--- config.mk ---
export PLATFORM = sky130hd
export DESIGN_NAME = fb_write_sched
export DESIGN_NICKNAME = d
export VERILOG_FILES = /design/src/rtl/fb_write_sched.sv
export SDC_FILE = /design/constraint.sdc
export NUM_CORES = 1
export LEC_CHECK = 0
export ABC_AREA = 1
export BUFFER_PORTS_ARGS = -buffer_cell sky130_fd_sc_hd__buf_2
export CAP_MARGIN = 20
export CORE_MARGIN = 4
export CORE_UTILIZATION = 35
export DETAILED_ROUTE_END_ITERATION = 10
export PLACE_DENSITY = 0.53
export REMOVE_ABC_BUFFERS = 1
export SYNTH_ARGS = -nofsm -noshare
export SYNTH_HDL_FRONTEND = slang
export SYNTH_SLANG_ARGS = --single-unit
--- constraint.sdc ---
create_clock -name clk_video -period 16.8 [get_ports clk_video]
set_input_delay 1.68 -clock clk_video [delete_from_list [all_inputs] [get_ports clk_video]]
set_output_delay 1.68 -clock clk_video [all_outputs]
set_load 0.05 [all_outputs]
--- src/rtl/fb_write_sched.sv ---
// Pixel write scheduler: queues input pixels in a small FIFO and issues them as
// single-beat DDRAM writes, while tracking the input/output buffer indices.
module fb_write_sched #(
    parameter logic [6:0] MEM_BASE = 7'b0010010,
    parameter int         DEPTH    = 16
) (
    input  logic        clk_video,
    input  logic        reset,
    input  logic        pix_we,
    input  logic [22:0] pix_addr,
    input  logic [31:0] pix_data,
    input  logic        frame_start,
    input  logic        fb_vbl,
    input  logic        fb_ll,
    input  logic        ddram_busy,
    output logic        ddram_we,
    output logic [28:0] ddram_addr,
    output logic [63:0] ddram_din,
    output logic [7:0]  ddram_be,
    output logic [7:0]  ddram_burstcnt,
    output logic [1:0]  i_fb,
    output logic [1:0]  o_fb,
    output logic [6:0]  fifo_level,
    output logic        overflow
);

    localparam int AW = $clog2(DEPTH);

    // Entry layout: {word address [22:2], pixel data, buffer tag}
    localparam int EW = 21 + 32 + 2;

    logic [EW-1:0] mem_q [DEPTH];
    logic [AW-1:0] wr_ptr_q, wr_ptr_d;
    logic [AW-1:0] rd_ptr_q, rd_ptr_d;
    logic [6:0]    count_q, count_d;
    logic          overflow_q, overflow_d;
    logic          we_q, we_d;
    logic [28:0]   addr_q, addr_d;
    logic [63:0]   din_q, din_d;
    logic [7:0]    be_q, be_d;
    logic [1:0]    i_fb_q, i_fb_d;
    logic [1:0]    o_fb_q, o_fb_d;
    logic          vbl_q, vbl_d;

    logic          push;
    logic          pop;
    logic          full;
    logic [EW-1:0] new_entry;
    logic [EW-1:0] head;
    logic          vbl_rise;
    logic          unused_addr_lsb;

    assign unused_addr_lsb = &{1'b0, pix_addr[1:0]};

    // Index in {0,1,2} that differs from both arguments.
    function automatic logic [1:0] third(input logic [1:0] a, input logic [1:0] b);
        if (a != 2'd0 && b != 2'd0)
            return 2'd0;
        else if (a != 2'd1 && b != 2'd1)
            return 2'd1;
        else
            return 2'd2;
    endfunction

    always_comb begin
        full       = !(count_q < 7'(DEPTH));
        push       = pix_we & ~full;
        pop        = we_q & ~ddram_busy;
        new_entry  = {pix_addr[22:2], pix_data, i_fb_q};
        wr_ptr_d   = wr_ptr_q + AW'(push);
        rd_ptr_d   = rd_ptr_q + AW'(pop);
        count_d    = count_q + 7'(push) - 7'(pop);
        overflow_d = overflow_q | (pix_we & full);

        // When the FIFO drains to nothing this cycle, the incoming pixel becomes the head directly.
        if ((count_q - 7'(pop)) == 7'd0)
            head = new_entry;
        else
            head = mem_q[rd_ptr_d];

        we_d   = (count_d != 7'd0);
        addr_d = addr_q;
        din_d  = din_q;
        be_d   = be_q;
        if (count_d != 7'd0) begin
            addr_d = {MEM_BASE, head[1:0], head[EW-1:EW-20]};
            din_d  = {head[33:2], head[33:2]};
            be_d   = head[34] ? 8'hF0 : 8'h0F;
        end
    end

    always_comb begin
        vbl_rise = fb_vbl & ~vbl_q;
        vbl_d    = fb_vbl;
        i_fb_d   = i_fb_q;
        o_fb_d   = o_fb_q;
        if (fb_ll) begin
            if (frame_start)
                i_fb_d = {1'b0, ~i_fb_q[0]};
            if (vbl_rise)
                o_fb_d = {1'b0, ~i_fb_q[0]};
        end else begin
            if (frame_start)
                i_fb_d = third(i_fb_q, o_fb_q);
            // Output picks against the input index being loaded now, so they never collide.
            if (vbl_rise)
                o_fb_d = third(o_fb_q, i_fb_d);
        end
    end

    always_ff @(posedge clk_video) begin
        if (reset) begin
            wr_ptr_q   <= '0;
            rd_ptr_q   <= '0;
            count_q    <= '0;
            overflow_q <= 1'b0;
            we_q       <= 1'b0;
            addr_q     <= '0;
            din_q      <= '0;
            be_q       <= '0;
            i_fb_q     <= 2'd0;
            o_fb_q     <= 2'd1;
            vbl_q      <= 1'b0;
        end else begin
            wr_ptr_q   <= wr_ptr_d;
            rd_ptr_q   <= rd_ptr_d;
            count_q    <= count_d;
            overflow_q <= overflow_d;
            we_q       <= we_d;
            addr_q     <= addr_d;
            din_q      <= din_d;
            be_q       <= be_d;
            i_fb_q     <= i_fb_d;
            o_fb_q     <= o_fb_d;
            vbl_q      <= vbl_d;
        end
    end

    always_ff @(posedge clk_video) begin
        if (!reset && push)
            mem_q[wr_ptr_q] <= new_entry;
    end

    assign ddram_we       = we_q;
    assign ddram_addr     = addr_q;
    assign ddram_din      = din_q;
    assign ddram_be       = be_q;
    assign ddram_burstcnt = 8'd1;
    assign i_fb           = i_fb_q;
    assign o_fb           = o_fb_q;
    assign fifo_level     = count_q;
    assign overflow       = overflow_q;

endmodule

---- After elaboration in Yosys (flattened, before gate mapping) ----
Memory sizes are Yosys's and may differ from the RTL's.
Index checks and enable logic that the tools add are counted.
storage, ports and cells
  register bits after elaboration ......... 117
  RAM bits ................................ 880
  input bits .............................. 62
  output and inout bits ................... 122
  word-level logic and storage cells ...... 57
  memories kept ........................... 1
operators by class
  $add $sub $neg .......................... 5
  $lt $le $gt $ge ......................... 1
  equal/unequal tests ..................... 4
  multiplexer cells ....................... 15
  bitwise gates (word level) .............. 8
  reduce and logical (&&, ||, !) cells .... 12
memories
  memory  words  width  read ports  clocked after Yosys merged registers in  write ports  RTL line  text
  mem_q   16     55     1           0                                        1            32        logic [EW-1:0] mem_q [DEPTH];
operators by type and width
  kind                number
  $mux 55             1
  $mux 2              11
  $sub 7x1->7         2
  $add 4x1->4         2
  $mux 8              1
  $add 7x1->7         1
  $logic_not 7->1     1
  $lt 7x5->1 const B  1
  $reduce_bool 7->1   1
  $ne 2x1->1 const B  3
  $reduce_bool 2->1   3
  $logic_and 1x1->1   5
  $and 1x1->1         4
  $not 1->1           3
  $logic_not 1->1     2
  $mux 1              2
  $ne 2x2->1 const B  1
  $or 1x1->1          1

---- Depth between registers and ports, before layout ----
Gate-level depths: netlist (run 1).
  depth in word-level cells ............... 12
  mapped depth ............................ 21

---- Worst setup path before layout (run 1) ----
No wires, ideal clock.
  path type ............................... input-to-reg
  from .................................... in pix_we
  to ...................................... mem mem_q[5][0] (netlist bit) (enable)
  setup time .............................. 536 ps
  arrival time ............................ 6018 ps
  required time ........................... 16264 ps
  setup slack ............................. 10247 ps
  cell stages on the path ................. 6
  cell sequence ........................... inv_1 -> nor3_1 -> inv_1 -> nor2_1 -> inv_1 -> nor3_1
between the ends
  cells in the longest elaborated chain, start to end .. 4
RTL lines
  item                          RTL line  text
  from (decl)                   9         input logic pix_we,
  $and 1x1->1                   67        push = pix_we & ~full;
  $logic_and 1x1->1             140       if (!reset && push)
  $mux 1                        140
  $mux 1 (implied by the code)  141       mem_q[wr_ptr_q] <= new_entry;
  to (decl)                     32
No other way between the ends.

---- Worst setup path after layout (run 1) ----
  from .................................... in ddram_busy
  to ...................................... reg addr_q[8], in the netlist ddram_addr[8]
between the ends
  cells in the longest elaborated chain, start to end .. 5
  elaborated cells on any way between the ends .. 9
  classes of those cells .................. 3 x add/sub; 1 x mux; 2 x bitwise; 2 x reduce/logical; 1 x memory
RTL lines
  item                  RTL line  text
  from (decl)           15        input logic ddram_busy,
  $not 1->1             68        pop = we_q & ~ddram_busy;
  $and 1x1->1           68
  $add 4x1->4           71        rd_ptr_d = rd_ptr_q + AW'(pop);
  net rd_ptr_d[0]       34        logic [AW-1:0] rd_ptr_q, rd_ptr_d;
  $mem_v2 16x55         -
  $mux 55               76        if ((count_q - 7'(pop)) == 7'd0)
  to (signal assigned)  130       addr_q <= addr_d;
  to (decl)             38        logic [28:0] addr_q, addr_d;
The timed path passes the listed nets, and every way through them passes these cells.
A chain may end at the register's enable or synchronous reset.

==> metrics.yaml, run 1 <==
power_and_ir_drop:
  power_density_nw_per_um2: 142.9
  finalPower_mw: 6.428
  p_comb_frac: 0.235
  swShare: 0.3303
  switchingPower_mw: 2.123
  pwr-share-seq: 0.431
  leakagePower_nw: 16.55
  ir_worst_vdd_mv: 0.08920
  power.internal_mw: 4.305
  clock_power_share: 0.334
timing:
  fin_hold_ws_ps: 461.7
  finalCritPeriodShare: 0.3357
  hold_viol: 0
  layout_setup_ws_ps: 11160
  final.setup.tns_ps: 0
  worst_pin_slew_ps: 1148
  final_max_slew_viol_count: 0
  slew_headroom: 0.2348
  fmax_mhz: 177.3
  finalClockSkew_ps: 26.04
  setup_violations: 0
  period_needed_ps: 5640
  rsz0062_at_grt: "false"
worst_setup_path:
  endpoint: "ddram_addr[8]$_SDFFE_PP0P_"
  arrival_ps: 6230
  r2r_start: "fifo_level[5]$_SDFF_PP0_"
  crit_type: "in -> reg"
  crit_path_end_kind: "register"
  reg2regPathDepth: 20
  cp-startpoint: "ddram_busy"
  reg2reg_to: "ddram_addr[2]$_SDFFE_PP0P_"
  ff2ff_setup_slack_ps: 11870
  path_max_fanout: 93
  cp_data_required_time_ps: 17390
  critPathLaunchType: "primary input"
cells_and_area:
  nets: 3685
  area_delta_synth_final_pct: 12.94
  fin_cells: 5195
  final_layout_size_suffix_gt1_frac: 0.1149
  layout_common_cells: "edfxtp_1 (880), nand2_1 (634), nor2_1 (480), nand3_1 (468), o21ai_0 (249)"
  fin_area_um2: 44970
  nFillCells: 10780
  post-route-util: 0.3992
  final_common_cell: "edfxtp_1"
synth:
  synthCells: 3537
  yosysWarnings: 0
  synth-seq-cells: 959
  synth_area_um2: 39810
  async_flop_share: 0
  netlist-cell-type-count: 30
  synth_edf_count: 880
  yosys.area.top_type: "edfxtp_1"
  avgSynthCellArea_um2: 11.26
  synth_top_area_share: 0.6637
  yosysSeqAreaShare: 0.7034
  synth_area_leaders: "edfxtp_1 (66%), nand2_1 (6.0%), nand3_1 (5.9%)"
  synthFlopType: "edfxtp_1"
placement:
  placed_cells: 5002
  port_buffers: 168
  place_ws_ps: 10450
  dpl_cell_area_um2: 41770
  place_hpwl_um: 50010
  routabilityCongestion: 0.7135
global_route:
  antenna_found_initial: 13
  grt_usage: 0.1730
  grt_max_degree: 224
  grt-ovfl-total: 0
  grt_pass1_wl_um: 157800
  grt_pass1_vias: 24440
floorplan:
  core_area_um2: 112700
  die_area_um2: 119200
  die_w_um: 345.3
  rows: 123
  initial_utilization: 0.3534
  die_height_um: 345.3
  num_io_pins: 184
clocking:
  clock_insertion_delay_worst_skew_ps: 670
  cts-resized-gates: 0
  cts_buffers: 101
  clock_tree.buffer_depth: 3
  cts.sink_count: 959
  root_buffer: "clkbuf_16"
  ctsHoldBuffers: 0
  postCtsSetupRepairBufs: 0
  tritoncts: "built"
  htreeDepth: 3
  clk_pin_slew_ps: 60
routing:
  ant_nets: 0
  viasPerCell: 4.882
  first_pass_iters: 5
  drt_iter0_markers: 1845
  drcViolationCount: 0
  vias: 25360
  routed_wl_um: 105300
  wl_per_cell_um: 20.28
status:
  status: "finished clean"
hold_path:
  hold_path_class: "reg -> reg"
flow_run:
  maxCapViolations: 0
==> synth_stat cells (3+ instances only) <==
master and number:
edfxtp_1 880, nand2_1 634, inv_2 5, buf_4 77
dfxtp_1 79, inv_1 233, buf_6 7, nand3_1 468
buf_2 84, o21ai_1 29, buf_1 15, nor2_1 490
a21oi_1 31, nor3_1 8, o21ai_0 249, or2_2 34
o211ai_1 102, clkbuf_1 79, ha_1 17, nand3_2 3
==> metal layers <==
layer / vias up / track usage / wire, um
li1: 12280 / - / -
met1: 12460 / 0.2265 / 46630
met2: 480 / 0.3012 / 52420
met3: 130 / 0.03134 / 4488
met4: 4 / 0.03656 / 1768
met5: - / 0 / 27
==> registers in the layout, summed over array words and instances, names as in the netlist, 2 cells and up <==
| signal | count |
|---|---|
| wr_ptr_q | 4 |
| mem_q | 880 |
| ddram_addr | 23 |
| ddram_be | 2 |
| o_fb | 2 |
| ddram_din | 32 |
| rd_ptr_q | 4 |
| i_fb | 2 |
| fifo_level | 7 |
==> kinds of logic (layout without fill, tap and decap cells) <==
group | after synthesis | in the layout | synth area share
adder cells (fa/ha/maj) | 18 | 18 | 0.005845
AO/OA/AOI/OAI | 414 | 414 | 0.05864
flip-flops | 959 | 959 | 0.7034
buffers and inverters | 500 | 641 | 0.05836
AND/OR/NAND/NOR | 1639 | 1639 | 0.1722
XOR/XNOR | 5 | 5 | 0.001289
other | 2 | 19 | 0.0001886
==> cell type report <==
class | instances | area, um2 | area share
sequential | 959 | 28010 | 0.6228
multi-input combinational | 2089 | 9719 | 0.2161
clock buffer | 143 | 2830 | 0.06294
tap | 1500 | 1877 | 0.04174
timing repair buffer | 216 | 1264 | 0.02810
inverter | 238 | 905.9 | 0.02015
clock inverter | 44 | 349.1 | 0.007763
antenna | 6 | 15.01 | 0.0003339
==> worst max-delay path, stage by stage <==
cell	delay (ps)
buf_2	100
nor2_1	350
ha_4	670
buf_4	610
buf_4	730
buf_4	910
nor2_1	120
nor2_1	140
o21ai_0	120
nand3_1	140
nand3_1	110
nand3_1	130
nand3_1	200
nand2_1	130
==> power by group through the flow <==
| stage | registers, mW | clock network, mW | logic (mW) |
|---|---|---|---|
| finish | 2.77 | 2.15 | 1.51 |
| global route | 2.79 | 2.30 | 1.66 |
| CTS | 2.78 | 2.20 | 1.53 |
| detailed placement | 2.83 | 0 | 1.53 |
| global placement | 2.82 | 0 | 1.52 |
| floorplan | 3.20 | 0 | 0.733 |
==> worst min-delay path by stage <==
stage          slack (ps)  cells after the start                        start                          end
4_1_cts               460                      2  ddram_addr[18]$_SDFFE_PP0P_  ddram_addr[18]$_SDFFE_PP0P_
3_5_place_dp          450                      2  ddram_addr[18]$_SDFFE_PP0P_  ddram_addr[18]$_SDFFE_PP0P_
3_3_place_gp          450                      2  ddram_addr[13]$_SDFFE_PP0P_  ddram_addr[13]$_SDFFE_PP0P_
2_1_floorplan         490                      2             vbl_q$_SDFF_PP0_         o_fb[1]$_SDFFE_PP0P_
5_1_grt               490                      2  ddram_addr[14]$_SDFFE_PP0P_  ddram_addr[14]$_SDFFE_PP0P_
6_report              460                      2  ddram_addr[10]$_SDFFE_PP0P_  ddram_addr[10]$_SDFFE_PP0P_
(Power assumes the default switching activity.)
==> run 2: changes to the inputs <==
- ABC_AREA: 1 -> 0
- clock period: 16.8 -> 5.55 ns (I/O delays scaled with it)
==> metrics.yaml, run 2 <==
floorplan:
  core_area_um2: 105900  # was 112700 um2
  initial_utilization: 0.3544  # was 0.3534
  rows: 119  # was 123
  die_height_um: 335.4  # was 345.3 um
  die_area_um2: 112500  # was 119200 um2
  num_io_pins: 184  # unchanged
  die_w_um: 335.4  # was 345.3 um
timing:
  finalClockSkew_ps: 19.25  # was 26.04 ps
  setup_violations: 0  # unchanged
  rsz0062_at_grt: "false"  # unchanged
  hold_viol: 0  # unchanged
  slew_headroom: 0.2262  # was 0.2348
  final_max_slew_viol_count: 0  # unchanged
  worst_pin_slew_ps: 1161  # was 1148 ps
  finalCritPeriodShare: 0.6991
  fin_hold_ws_ps: 139.0  # was 461.7 ps
  period_needed_ps: 3880
  fmax_mhz: 257.7
clocking:
  tritoncts: "built"  # unchanged
  clk_pin_slew_ps: 60  # about the same
  postCtsSetupRepairBufs: 0  # unchanged
  cts_buffers: 102  # was 101
  ctsHoldBuffers: 0  # unchanged
  clock_tree.buffer_depth: 3  # unchanged
  cts-resized-gates: 0  # unchanged
  clock_insertion_delay_worst_skew_ps: 660  # was 670 ps
  root_buffer: "clkbuf_16"  # unchanged
  cts.sink_count: 959  # unchanged
  htreeDepth: 3  # unchanged
placement:
  place_hpwl_um: 48460  # was 50010 um
  placed_cells: 3556  # was 5002
  port_buffers: 168  # unchanged
  routabilityCongestion: 0.7398  # was 0.7135
synth:
  synth_area_um2: 37520  # was 39810 um2
  yosys.area.top_type: "edfxtp_1"  # unchanged
  synth-seq-cells: 959  # unchanged
  synth_most_common_cell: "edfxtp_1"  # unchanged
  yosysWarnings: 0  # unchanged
  synthCells: 2104  # was 3537
  synth_area_leaders: "edfxtp_1 (70%), mux4_2 (11%), dfxtp_1 (4.2%)"  # was edfxtp_1 (66%), nand2_1 (6.0%), nand3_1 (5.9%)
  avgSynthCellArea_um2: 17.83  # was 11.26 um2
  yosysSeqAreaShare: 0.7464  # was 0.7034
  async_flop_share: 0  # unchanged
  synthTopCellsByCount: "edfxtp_1 (880), nand2_1 (285), mux4_2 (175)"  # was edfxtp_1 (880), nand2_1 (634), nor2_1 (490)
  synth_top_area_share: 0.7043  # was 0.6637
  synthFlopType: "edfxtp_1"  # unchanged
  synth_edf_count: 880  # unchanged
  netlist-cell-type-count: 49  # was 30
power_and_ir_drop:
  power_density_nw_per_um2: 440.6  # was 142.9 nW/um2
  leakagePower_nw: 13.89  # was 16.55 nW
  finalPower_mw: 19.09  # was 6.428 mW
  ir_worst_vdd_mv: 0.2644  # was 0.08920 mV
cells_and_area:
  nets: 2350  # was 3685
  largest_reg_flops: 880  # unchanged
  final_layout_size_suffix_gt1_frac: 0.2445  # was 0.1149
  area_delta_synth_final_pct: 15.47  # was 12.94%
  largest_register: "mem_q"  # unchanged
  final_common_cell: "edfxtp_1"  # unchanged
  fin_cells: 3750  # was 5195
  layout_common_cells: "edfxtp_1 (880), nand2_1 (284), mux4_2 (175), buf_2 (167), clkbuf_16 (104)"  # was edfxtp_1 (880), nand2_1 (634), nor2_1 (480), nand3_1 (468), o21ai_0 (249)
  post-route-util: 0.4093  # was 0.3992
routing:
  wl_per_cell_um: 24.56  # was 20.28 um
  ant_nets: 0  # unchanged
  viasPerCell: 5.246  # was 4.882
  vias: 19670  # was 25360
  drcViolationCount: 0  # unchanged
  routed_wl_um: 92110  # was 105300 um
  drt_iter0_markers: 1869  # was 1845
  first_pass_iters: 5  # unchanged
flow_run:
  maxCapViolations: 0  # unchanged
global_route:
  grt_max_degree: 124  # was 224
  grt_pass1_vias: 20000  # was 24440
  grt_usage: 0.1619  # was 0.1730
  grt_pass1_wl_um: 134400  # was 157800 um
  grt-ovfl-total: 0  # unchanged
  antenna_found_initial: 11  # was 13
status:
  status: "finished clean"  # unchanged
worst_setup_path:
  path_max_fanout: 26  # was 93
  crit_path_end_kind: "register"  # unchanged
  cp_data_required_time_ps: 6070  # was 17390 ps
  arrival_ps: 4400  # was 6230 ps
  critPathLaunchType: "register"  # was primary input
  crit_type: "reg -> reg"  # was in -> reg
hold_path:
  hold_path_class: "in -> reg"  # was reg -> reg
run 2: path summary, 6_finish.rpt:
kind / start / endpoint / slack, ps / depth (start not counted)
max reg2reg: ddram_we$_SDFF_PP0_ / ddram_addr[3]$_SDFFE_PP0P_ / 1670 / 11
max: ddram_we$_SDFF_PP0_ / ddram_addr[3]$_SDFFE_PP0P_ / 1670 / 11
min reg2reg: overflow$_SDFF_PP0_ / overflow$_SDFF_PP0_ / 480 / 2
min: fb_vbl / vbl_q$_SDFF_PP0_ / 140 / 2
run 2: report_power, final:
group	switching, mW	internal [mW]	leakage, nW	total (mW)
Combinational	2.84	1.24	3.72	4.08
Sequential	0.233	8.20	8.58	8.43
Clock	2.72	3.86	1.59	6.58
Total	5.79	13.3	13.9	19.1
run 2: area by class of cell:
type / instances / area [um2]
clock buffers: 139 / 2804
inverters: 14 / 52.55
repair buffers: 225 / 1474
flip-flops and latches: 959 / 28010
diodes: 3 / 7.507
clock inverters: 51 / 457.9
fillers: 9402 / 62540
multi-input cells: 968 / 8783
well taps: 1391 / 1740
run 2: metrics by stage:
step	cell area, um2	setup TNS (ps)	setup WS [ps]
final	43330	0	1670
after global placement	40000	0	1253
after floorplan	36640	-273110	-4977
after CTS	43290	0	1586
after global routing	43320	0	1364
after detailed placement	40030	0	1297
run 2: critical path, cell delays in order (launching register included):
cell and delay, ps:
dfxtp_1 310, nor2b_1 690, ha_4 250, ha_4 170
xor2_4 480, buf_4 440, buf_4 330, mux2i_1 240
o22ai_1 100, nor4_1 440, a311o_1 200, a31oi_1 80
run 2: layer usage:
metal	global-route usage	vias to the layer above	routed length [um]
li1	-	8640	-
met1	0.2169	10360	39750
met2	0.2699	510	45090
met3	0.03307	154	5138
met4	0.04497	8	2077
met5	0	-	50
run 2: kinds of logic (layout without fill, tap and decap cells):
group                      after synthesis  after routing  share of synthesized area
and+or+nand+nor                        409            409                    0.04652
buffers and inverters                  188            429                    0.02601
AOI/OAI and AO/OA                      278            278                    0.04972
other                                    2             16                  0.0002001
adders and majority gates               18             18                   0.006202
DFF                                    959            959                     0.7464
xor gates and xnor gates                 9              9                   0.002301
muxes                                  241            241                     0.1226
